**src/rtl/alu_pkg.sv**
```systemverilog
// Shared ALU definitions: op encodings, data width and the multiplier controller states.
package alu_pkg;

    localparam int DATA_W = 8;

    localparam logic [2:0] ALU_ADD  = 3'b000;
    localparam logic [2:0] ALU_SUB  = 3'b001;
    localparam logic [2:0] ALU_AND  = 3'b010;
    localparam logic [2:0] ALU_OR   = 3'b011;
    localparam logic [2:0] ALU_PASS = 3'b100;
    localparam logic [2:0] ALU_SHL  = 3'b101;
    localparam logic [2:0] ALU_SHR  = 3'b110;
    localparam logic [2:0] ALU_ZERO = 3'b111;

    typedef enum logic [1:0] {
        IDLE  = 2'd0,
        ADD   = 2'd1,
        SHIFT = 2'd2,
        DONE  = 2'd3
    } state_t;

endpackage

```
**src/rtl/alu.sv**
```systemverilog
// Shared 8-bit combinational ALU; carry/flags are left to the consumer.
module alu
    import alu_pkg::*;
(
    input  logic [2:0]        sel_i,
    input  logic [DATA_W-1:0] a_i,
    input  logic [DATA_W-1:0] b_i,
    output logic [DATA_W-1:0] y_o
);

    always_comb begin
        y_o = '0;
        case (sel_i)
            ALU_ADD:  y_o = a_i + b_i;
            ALU_SUB:  y_o = a_i - b_i;
            ALU_AND:  y_o = a_i & b_i;
            ALU_OR:   y_o = a_i | b_i;
            ALU_PASS: y_o = a_i;
            ALU_SHL:  y_o = a_i << 1;
            ALU_SHR:  y_o = a_i >> 1;
            ALU_ZERO: y_o = '0;
            default:  y_o = '0;
        endcase
    end

endmodule

```
**src/rtl/alu_mul_ctrl.sv**
```systemverilog
// 8x8 unsigned shift-add multiplier sequencing the shared ALU: 8 ADD/SHIFT
// iterations, then a one-cycle DONE that latches the 16-bit product.
module alu_mul_ctrl
    import alu_pkg::*;
(
    input  logic                  clk,
    input  logic                  rst,
    input  logic                  start,
    input  logic [DATA_W-1:0]     mcand,
    input  logic [DATA_W-1:0]     mplier,
    output logic                  busy,
    output logic                  done,
    output logic [2*DATA_W-1:0]   product,
    output logic                  prod_zero
);

    state_t              state_q, state_d;
    logic [DATA_W-1:0]   mc_q, mc_d;
    logic [DATA_W-1:0]   hi_q, hi_d;
    logic [DATA_W-1:0]   lo_q, lo_d;
    logic                c_q, c_d;
    logic [2:0]          cnt_q, cnt_d;
    logic [2*DATA_W-1:0] product_q, product_d;
    logic                prod_zero_q, prod_zero_d;

    logic [2:0]          alu_sel;
    logic [DATA_W-1:0]   alu_a, alu_b, alu_y;

    alu u_alu (
        .sel_i (alu_sel),
        .a_i   (alu_a),
        .b_i   (alu_b),
        .y_o   (alu_y)
    );

    always_comb begin
        state_d     = state_q;
        mc_d        = mc_q;
        hi_d        = hi_q;
        lo_d        = lo_q;
        c_d         = c_q;
        cnt_d       = cnt_q;
        product_d   = product_q;
        prod_zero_d = prod_zero_q;
        alu_sel     = ALU_PASS;
        alu_a       = '0;
        alu_b       = '0;
        busy        = 1'b0;
        done        = 1'b0;

        case (state_q)
            IDLE: begin
                if (start) begin
                    mc_d    = mcand;
                    lo_d    = mplier;
                    hi_d    = '0;
                    c_d     = 1'b0;
                    cnt_d   = '0;
                    state_d = ADD;
                end
            end
            ADD: begin
                busy    = 1'b1;
                alu_sel = ALU_ADD;
                alu_a   = hi_q;
                alu_b   = mc_q;
                if (lo_q[0]) begin
                    hi_d = alu_y;
                    // Wrapped sum is smaller than an operand exactly when it overflowed.
                    c_d  = (alu_y < hi_q);
                end else begin
                    c_d  = 1'b0;
                end
                state_d = SHIFT;
            end
            SHIFT: begin
                busy    = 1'b1;
                alu_sel = ALU_SHR;
                alu_a   = hi_q;
                hi_d    = {c_q, alu_y[DATA_W-2:0]};
                lo_d    = {hi_q[0], lo_q[DATA_W-1:1]};
                c_d     = 1'b0;
                cnt_d   = cnt_q + 3'd1;
                state_d = (cnt_q == 3'd7) ? DONE : ADD;
            end
            DONE: begin
                done        = 1'b1;
                product_d   = {hi_q, lo_q};
                prod_zero_d = ({hi_q, lo_q} == '0);
                state_d     = IDLE;
            end
            default: state_d = IDLE;
        endcase
    end

    always_ff @(posedge clk) begin
        if (rst) begin
            state_q     <= IDLE;
            mc_q        <= '0;
            hi_q        <= '0;
            lo_q        <= '0;
            c_q         <= 1'b0;
            cnt_q       <= '0;
            product_q   <= '0;
            prod_zero_q <= 1'b1;
        end else begin
            state_q     <= state_d;
            mc_q        <= mc_d;
            hi_q        <= hi_d;
            lo_q        <= lo_d;
            c_q         <= c_d;
            cnt_q       <= cnt_d;
            product_q   <= product_d;
            prod_zero_q <= prod_zero_d;
        end
    end

    assign product   = product_q;
    assign prod_zero = prod_zero_q;

endmodule
```
**config.mk**
```make
export PLATFORM = sky130hd
export DESIGN_NAME = alu_mul_ctrl
export DESIGN_NICKNAME = d
export VERILOG_FILES = /design/src/rtl/alu_pkg.sv /design/src/rtl/alu.sv /design/src/rtl/alu_mul_ctrl.sv
export SDC_FILE = /design/constraint.sdc
export NUM_CORES = 1
export LEC_CHECK = 0
export CAP_MARGIN = 20
export CORE_MARGIN = 3
export CORE_UTILIZATION = 51
export CTS_CLUSTER_DIAMETER = 40
export CTS_CLUSTER_SIZE = 16
export DETAILED_ROUTE_END_ITERATION = 8
export PLACE_DENSITY = 0.85
export SLEW_MARGIN = 20
export SYNTH_ARGS = -nofsm -noshare
export SYNTH_HDL_FRONTEND = slang
export SYNTH_HIERARCHICAL = 1
export SYNTH_SLANG_ARGS = --single-unit
```
**constraint.sdc**
```tcl
create_clock -name clk -period 3.75 [get_ports clk]
set_input_delay 0.5625 -clock clk [delete_from_list [all_inputs] [get_ports clk]]
set_output_delay 0.5625 -clock clk [all_outputs]
set_load 0.05 [all_outputs]
```
**Yosys cells after proc, flatten, opt, wreduce, memory -nomap -nowiden**

Cells that the tools add are included.

- Register bits after elaboration: 47
- Output and inout port bits: 19

- Add/sub/neg operators: 3
- Magnitude comparators: 1
- Equal/unequal tests: 13
- Muxes and demuxes: 19
- Bitwise operators: 2
- Reductions and logical operators: 10

Operators by type and width:

| cell | number |
|---|---|
| $pmux W8 S8 | 1 |
| $mux W8 | 5 |
| $pmux W8 S3 | 1 |
| $logic_not A16 Y1 | 1 |
| $pmux W8 S2 | 1 |
| $eq A3 B3 Y1 const B | 5 |
| $pmux W3 S2 | 2 |
| $add A8 B8 Y8 | 1 |
| $and A8 B8 Y8 | 1 |
| $lt A8 B8 Y1 | 1 |
| $or A8 B8 Y8 | 1 |
| $pmux W2 S4 | 1 |
| $sub A8 B8 Y8 | 1 |
| $eq A3 B2 Y1 const B | 2 |
| $reduce_and A2 Y1 | 3 |
| $eq A2 B2 Y1 const B | 2 |
| $mux W1 | 4 |
| $mux W2 | 2 |
| $ne A2 B2 Y1 const B | 2 |
| $add A3 B1 Y3 const B | 1 |
| $eq A3 B1 Y1 const B | 1 |
| $logic_not A3 Y1 | 1 |
| $mux W3 | 1 |
| $pmux W1 S3 | 1 |
| 6 further kinds | 6 |

**Logic depth before layout (Yosys ltp)**

Gate-level depths: netlist (run 1).

- Depth in word-level cells: 8
- Depth in mapped cells: 19
- Depth with buffers taken out: 18

**Modules after synthesis**

Netlist (run 1), hierarchy kept.

Modules (own cells, without submodules):

| module | times used | cells an instance | area each (sq um) | sequential area each (sq um) |
|---|---|---|---|---|
| alu_mul_ctrl | 1 | 252 | 2230.9 | 940.9 |
| alu | 1 | 129 | 900.9 | 0.0 |

**Worst setup path before layout (run 1)**

No wires, ideal clock.

- Path kind: flip-flop to flip-flop
- From: reg state_q[1]
- To: reg c_q
- Setup time: 0.096 ns
- Data arrival time: 3.520 ns
- Required time: 3.654 ns
- Setup slack: 0.134 ns
- Stages on the path, launching flop included: 19
- Buffers on the path: 1
- Clock period less this slack: 3.616 ns
- Path through: dfxtp_1 inv_1 ha_1 clkbuf_1 and2_1 inv_1 ha_1 a21oi_1 xnor2_1 ha_1 a21o_1 a221o_1 a41oi_2 xnor2_1 o31ai_2 ha_1 nand2_1 nand4_1 o41ai_2

- Elaborated cells between the ends (all ways): 26
- Classes of those cells: add/sub: 2; order compare: 1; eq/ne: 10; mux: 6; bitwise: 2; reduce/logical: 5

RTL lines:

| what | RTL line | RTL |
|---|---|---|
| start, declared | alu_mul_ctrl.sv:17 | `state_t state_q, state_d;` |
| start signal, assigned | alu_mul_ctrl.sv:107 | `state_q <= state_d;` |
| $eq A2 B1 Y1 * | alu_mul_ctrl.sv:51 | `case (state_q)` |
| $mux W8 * | alu_mul_ctrl.sv:51 |  |
| net alu_b[0] | alu_mul_ctrl.sv:27 | `logic [DATA_W-1:0] alu_a, alu_b, alu_y;` |
| $sub A8 B8 Y8 or $add A8 B8 Y8 (tied branches) | alu.sv:15, alu.sv:14 |  |
| $pmux W8 S8 * | alu.sv:13 | `case (sel_i)` |
| net alu_y[7] | alu_mul_ctrl.sv:27 |  |
| $lt A8 B8 Y1 * | alu_mul_ctrl.sv:70 | `c_d = (alu_y < hi_q);` |
| $mux W1 * | alu_mul_ctrl.sv:67 | `if (lo_q[0]) begin` |
| $pmux W1 S3 * | alu_mul_ctrl.sv:51 |  |
| end signal, assigned | alu_mul_ctrl.sv:102 | `c_q <= 1'b0;` |
| end signal, assigned | alu_mul_ctrl.sv:111 | `c_q <= c_d;` |
| end, declared | alu_mul_ctrl.sv:21 | `logic c_q, c_d;` |

The timed path passes the listed nets; every way through them passes the cells marked *.
A chain may end at the register's enable or synchronous reset.

**Worst setup path after layout (run 1)**

Same ends and word-level chain as after synthesis.

==> results of run 1 <==
## worst max-delay path: stages (launching register included)
cell	delay (ns)
dfxtp_4	0.38
clkinv_4	0.06
ha_4	0.18
and2_4	0.18
nor3_4	0.20
a31oi_1	0.14
xnor2_1	0.24
ha_1	0.28
and2_1	0.19
a221o_1	0.32
a41oi_2	0.21
xnor2_2	0.11
o31ai_2	0.28
ha_1	0.30
o211ai_1	0.09
a31oi_1	0.07
o41ai_2	0.27
## final cells by class
type / count / area (µm²) / area share
timing repair buffer: 54 / 498.0 / 0.1294
multi-input combinational: 299 / 2160 / 0.5611
tap: 72 / 90.09 / 0.02341
clock buffer: 6 / 72.57 / 0.01886
inverter: 16 / 67.56 / 0.01756
sequential: 47 / 948.4 / 0.2464
clock inverter: 2 / 12.51 / 0.003251
## cells by family (layout without fill, tap and decap cells)
| logic type | Yosys count | after routing | share of synthesized area |
|---|---|---|---|
| compound gates | 86 | 86 | 0.1830 |
| other cells | 1 | 3 | 0.001197 |
| buf+inv | 37 | 78 | 0.05034 |
| mux | 28 | 28 | 0.08949 |
| fa+ha+maj | 27 | 27 | 0.1087 |
| simple gates | 144 | 144 | 0.2337 |
| xor+xnor | 11 | 11 | 0.03316 |
| flops | 47 | 47 | 0.3004 |
## cells in the mapped netlist, types with 5 or more instances
master,count,share of area
dfxtp_1,47,0.30
nor2_1,38,0.046
nand2_1,33,0.040
nand3_1,19,0.030
mux2i_1,28,0.089
a21oi_1,33,0.053
ha_1,24,0.096
clkbuf_1,10,0.012
a211oi_1,10,0.024
o21ai_0,11,0.018
o21a_1,5,0.012
inv_1,15,0.018
xnor2_1,9,0.025
and2_1,16,0.032
buf_2,6,0.0096
nor2b_1,8,0.016
nor3_1,5,0.0080
nand2b_1,8,0.016
## flip-flops by register name, summed over array words and instances (netlist names)
name       cells
c_q            1
cnt_q          3
hi_q           8
lo_q           8
mc_q           8
prod_zero      1
product       16
state_q        2
## metrics by stage
stage	std cells	area [µm²]	power, µW	setup TNS, ns
2_1_floorplan	383	3139	1021	0
3_3_place_gp	478	3555	1134	0
3_5_place_dp	478	3555	1150	-0.01978
4_1_cts	486	3646	1442	0
5_1_grt	496	3849	1619	-0.09110
6_report	496	3849	1523	0
## what timing repair did
item                       4_1_cts  5_1_grt
setup endpoints to repair        1        1
resized for setup                3       39
pin swaps                        0       20
buffers inserted                 0       10
## worst min-delay path by stage
stage          cells past startpoint  slack [ns]       to
2_1_floorplan                      2        0.43  mc_q[0]
5_1_grt                            2        0.48  mc_q[3]
4_1_cts                            2        0.46  mc_q[3]
3_5_place_dp                       2        0.45  mc_q[3]
3_3_place_gp                       2        0.45  mc_q[3]
6_report                           2        0.47  mc_q[3]
## cell usage in the layout (no fill, tap or decap), types with 8 or more instances in the layout
cell type and n:
dfxtp_1 45, nor2_1 38, clkdlybuf4s50_1 37, nand2_1 32, a21oi_1 29, mux2i_1 27
ha_1 20, nand3_1 19, buf_4 17, inv_1 11, o21ai_0 11, and2_1 10
a211oi_1 10, nand2b_1 8, nor2b_1 8, xnor2_1 8
## metal layers
layer	wire length [µm]	vias to the layer above
met2	3918	82
met5	0	-
met4	131	0
li1	-	1431
met3	350	13
met1	3437	1368
## power groups by stage
stage	Clock, µW	Combinational, µW	Sequential (µW)
2_1_floorplan	0	443	578
3_3_place_gp	0	553	581
3_5_place_dp	0	568	582
4_1_cts	299	573	570
5_1_grt	320	720	580
6_report	292	657	575
==> impl_metrics.env, run 1 <==
export IMPL_gp_congestion=0.8603
export IMPL_crit_path_start_kind="flip-flop"
export IMPL_p_leak_uw=0.001377
export IMPL_grt_max_degree=26
export IMPL_tightest_slew_ns=0.9138
export IMPL_dpl_hpwl_um=5556
export IMPL_core_region_area_um2=5709
export IMPL_drc_errors=0
export IMPL_r2r_start="state_q[1]"
export IMPL_row_count=27
export IMPL_wl_um=7838
export IMPL_antenna_found_initial=0
export IMPL_hold_worst_slack_ns=0.4745
export IMPL_grt_usage=0.2013
export IMPL_critPathKind="flip-flop to flip-flop"
export IMPL_seq_area_frac_synth=0.3004
export IMPL_rr_endpoint="c_q"
export IMPL_cts_root_buffer="clkbuf_8"
export IMPL_synth_seq_cells=47
export IMPL_min_period_ns=3.614
export IMPL_wl_per_cell_um=15.80
export IMPL_die_h_um=84.36
export IMPL_maxCapViolCount=0
export IMPL_insertion_delay_ns=0.30
export IMPL_fin_worst_skew_ns=0.008918
export IMPL_drt_iter0_markers=221
export IMPL_grt_use_met1=0.2662
export IMPL_fill_cells=459
export IMPL_crit_end="c_q"
export IMPL_irDropWorstVdd_uv=276.8
export IMPL_start_util=0.5485
export IMPL_netSwitchingPower_uw=566.9
export IMPL_cp_required_ns=3.95
export IMPL_portBuffers=37
export IMPL_synth_cell_area_um2=3132
export IMPL_use_met3=0.03925
export IMPL_diodes=0
export IMPL_synth_cells=381
export IMPL_synth_area_per_cell_um2=8.220
export IMPL_hp_start="mc_q[3]"
export IMPL_first_global_vias=2652
export IMPL_switching_share=0.3722
export IMPL_arrival_ns=3.81
export IMPL_startpoint="state_q[1]"
export IMPL_comb_power_share=0.431
export IMPL_ys_types=52
export IMPL_final_antenna_net_count=0
export IMPL_fin_ws_ns=0.1359
export IMPL_hold_viol_final=0
export IMPL_dr_pass1_iters=5
export IMPL_p_int_uw=956.1
export IMPL_area_delta_synth_final_pct=22.89
export IMPL_dieArea_um2=7117
export IMPL_yosys_warnings=6
export IMPL_clock_sinks=47
export IMPL_cts_tree="built"
export IMPL_htree_levels=2
export IMPL_synth_edff_count=0
export IMPL_finalNetCount=467
export IMPL_io_pins=38
export IMPL_ys_async_sr_fraction=0
export IMPL_path_max_fanout=8
export IMPL_setup_viol=0
export IMPL_power_density_nw_per_um2=395.7
export IMPL_fin_crit_sh=0.9638
export IMPL_reg2reg_depth=16
export IMPL_grt_pass1_wl_um=12120
export IMPL_final_util=0.6741
export IMPL_die_x_um=84.36
export IMPL_vias=2894
export IMPL_drive_gt1_frac=0.1462
export IMPL_cp_end_kind="flip-flop"
export IMPL_viasPerCell=5.835
export IMPL_cts_buffers_inserted=5
export IMPL_cts_max_path_buffers=2
export IMPL_grt_overflow_total=0
export IMPL_max_slew_margin=0.3889
export IMPL_seqPwrFrac=0.377
export IMPL_slew_violations=0
export IMPL_max_freq_ghz=0.2767
export IMPL_synth_ff_type="dfxtp_1"
export IMPL_reg2reg_setup_slack_ns=0.14
export IMPL_clk_pin_slew_ns=0.08
export IMPL_hold_class="flip-flop to flip-flop"
export IMPL_status="finished clean"
export IMPL_cts_hold_buffers_added=0
export IMPL_busiest_layer="met2"
export IMPL_post_place_ws_ns=-0.01978
export IMPL_met2_usage=0.3357
export IMPL_clkPwrFrac=0.191
Note: power is estimated with default switching activity, not from simulation.
==> run 2: changes to the inputs <==
--- a/config.mk
+++ b/config.mk
@@ -9,7 +9,7 @@
 export CORE_MARGIN = 3
 export CORE_UTILIZATION = 51
 export CTS_CLUSTER_DIAMETER = 40
-export CTS_CLUSTER_SIZE = 16
+export CTS_CLUSTER_SIZE = 14
 export DETAILED_ROUTE_END_ITERATION = 8
 export PLACE_DENSITY = 0.85
 export SLEW_MARGIN = 20
==> results of run 2 <==
The final DEF is identical to that of run 1; final timing and power are the same.
==> run 3: changes to the inputs <==
--- a/config.mk
+++ b/config.mk
@@ -6,6 +6,7 @@
 export NUM_CORES = 1
 export LEC_CHECK = 0
 export CAP_MARGIN = 20
+export CORE_ASPECT_RATIO = 1.4
 export CORE_MARGIN = 3
 export CORE_UTILIZATION = 51
 export CTS_CLUSTER_DIAMETER = 40
==> run 3 against run 2 <==
Sequential share of layout area grew 0.30 points. Via count shrank 1.7%. Final area shrank 1.2%. Cell count shrank 1.4%. Critical path depth grew 2. Largest power group unchanged.
==> impl_metrics.env, run 3 (synthesis results as in run 1) <==
export IMPL_setup_viol=0
export IMPL_first_global_vias=2776
export IMPL_min_period_ns=3.646
export IMPL_irDropWorstVdd_uv=318.7
export IMPL_crit_path_start_kind="flip-flop"
export IMPL_die_h_um=98.72
export IMPL_gp_congestion=0.8825
export IMPL_cts_buffers_inserted=5
export IMPL_grt_max_degree=30
export IMPL_status="finished clean"
export IMPL_maxCapViolCount=0
export IMPL_cp_required_ns=3.95
export IMPL_tightest_slew_ns=0.6931
export IMPL_final_antenna_net_count=0
export IMPL_clk_pin_slew_ns=0.09
export IMPL_start_util=0.5304
export IMPL_use_met3=0.02653
export IMPL_p_leak_uw=0.001363
export IMPL_hold_viol_final=0
export IMPL_row_count=33
export IMPL_grt_use_met1=0.2500
export IMPL_core_region_area_um2=5904
export IMPL_final_util=0.6440
export IMPL_vias=2844
export IMPL_antenna_found_initial=0
export IMPL_wl_um=7712
export IMPL_die_x_um=72.23
export IMPL_grt_usage=0.2155
export IMPL_fin_crit_sh=0.9721
export IMPL_multi_input_area_um2=2122
export IMPL_diodes=0
export IMPL_htree_levels=2
export IMPL_wl_per_cell_um=15.77
export IMPL_finalNetCount=462
export IMPL_largest_register_ff_count=16
export IMPL_dpl_hpwl_um=5492
export IMPL_grt_overflow_total=0
export IMPL_regArea_um2=948.4
export IMPL_hold_class="flip-flop to flip-flop"
export IMPL_io_pins=38
export IMPL_critPathKind="flip-flop to flip-flop"
export IMPL_cts_root_buffer="clkbuf_8"
export IMPL_fill_cells=479
export IMPL_layout_common_cells="dfxtp_1, nor2_1, clkdlybuf4s50_1"
export IMPL_fin_worst_skew_ns=0.009462
export IMPL_drt_iter0_markers=136
export IMPL_path_max_fanout=7
export IMPL_design_area_um2=3802
export IMPL_max_freq_ghz=0.2743
export IMPL_cts_tree="built"
export IMPL_viasPerCell=5.816
export IMPL_dr_pass1_iters=4
export IMPL_max_slew_margin=0.5365
export IMPL_drc_errors=0
export IMPL_cp_end_kind="flip-flop"
export IMPL_dieArea_um2=7131
export IMPL_layout_commonest_cell="dfxtp_1"
export IMPL_portBuffers=37
export IMPL_clock_sinks=47
export IMPL_cts_max_path_buffers=2
export IMPL_met2_usage=0.3839
export IMPL_slew_violations=0
export IMPL_cts_hold_buffers_added=0
export IMPL_insertion_delay_ns=0.31
export IMPL_arrival_ns=3.85
export IMPL_grt_pass1_wl_um=12480
export IMPL_busiest_layer="met2"
export IMPL_place_area_um2=3560
export IMPL_power_density_nw_per_um2=422.7
export IMPL_area_delta_synth_final_pct=21.41
export IMPL_drive_gt1_frac=0.1193
run 3: cell types whose count changed in the layout (fill, tap and decap cells not counted), moves of 2 or more:
cell / delta
a31oi_2: -2
and2_1: +2
and2_4: -2
buf_4: -5
ha_4: -2
inv_1: +2
run 3: stage by stage:
stage	std cells	TNS, ns	total power [µW]	setup WS [ns]	hold slack, ns
after global routing	489	-0.03750	1687	-0.03750	0.4982
after global placement	477	0	1139	0.09756	0.4462
after detailed placement	477	-0.1419	1152	-0.1419	0.4485
final	489	0	1607	0.1045	0.4714
after CTS	485	0	1553	0.01600	0.4632
after floorplan	383	0	1021	0.1339	0.4317
run 3: repair_timing:
| action | 4_1_cts | 5_1_grt |
|---|---|---|
| buffers inserted | 0 | 4 |
| endpoints found under the setup margin | 1 | 1 |
| resized for setup | 6 | 23 |
| pin swaps | 0 | 9 |
run 3: area by class of cell:
type                            count  share of cell area
Clock buffer                        6             0.02172
Timing Repair Buffer               49              0.1211
Tap cell                           70             0.02303
Sequential cell                    47              0.2494
Clock inverter                      2             0.01020
Inverter                           16             0.01645
Multi-Input combinational cell    299              0.5581
run 3: layer usage:
metal,share of wire,wire length (µm)
met5,0,0
met3,0.026,197
met2,0.53,4079
met1,0.42,3224
met4,0.027,211
run 3: final timing paths:
check              from       to  slack [ns]  cells after the start
max          state_q[1]      c_q        0.10                     18
min             mc_q[6]  mc_q[6]        0.47                      2
max reg2reg  state_q[1]      c_q        0.10                     18
min reg2reg     mc_q[6]  mc_q[6]        0.47                      2
run 3: worst max-delay path, stage by stage (launching register included):
cell and delay, ns:
dfxtp_4 0.37, inv_4 0.08, ha_4 0.16, and2_4 0.17
inv_1 0.07, ha_2 0.21, nor2_1 0.19, xnor2_1 0.16
ha_1 0.31, a21oi_1 0.16, nand2_1 0.13, a31oi_1 0.22
xor2_1 0.20, a21oi_1 0.13, ha_1 0.34, o21a_1 0.12
o211ai_1 0.15, a31oi_1 0.07, o41ai_2 0.29
run 3: report_power, final:
group / leakage [µW] / switching (µW) / internal (µW) / total, µW
sequential: 0.000384 / 38.2 / 537 / 575
combinational: 0.000918 / 362 / 274 / 636
clock: 0.0000618 / 177 / 219 / 396
total: 0.00136 / 577 / 1030 / 1610
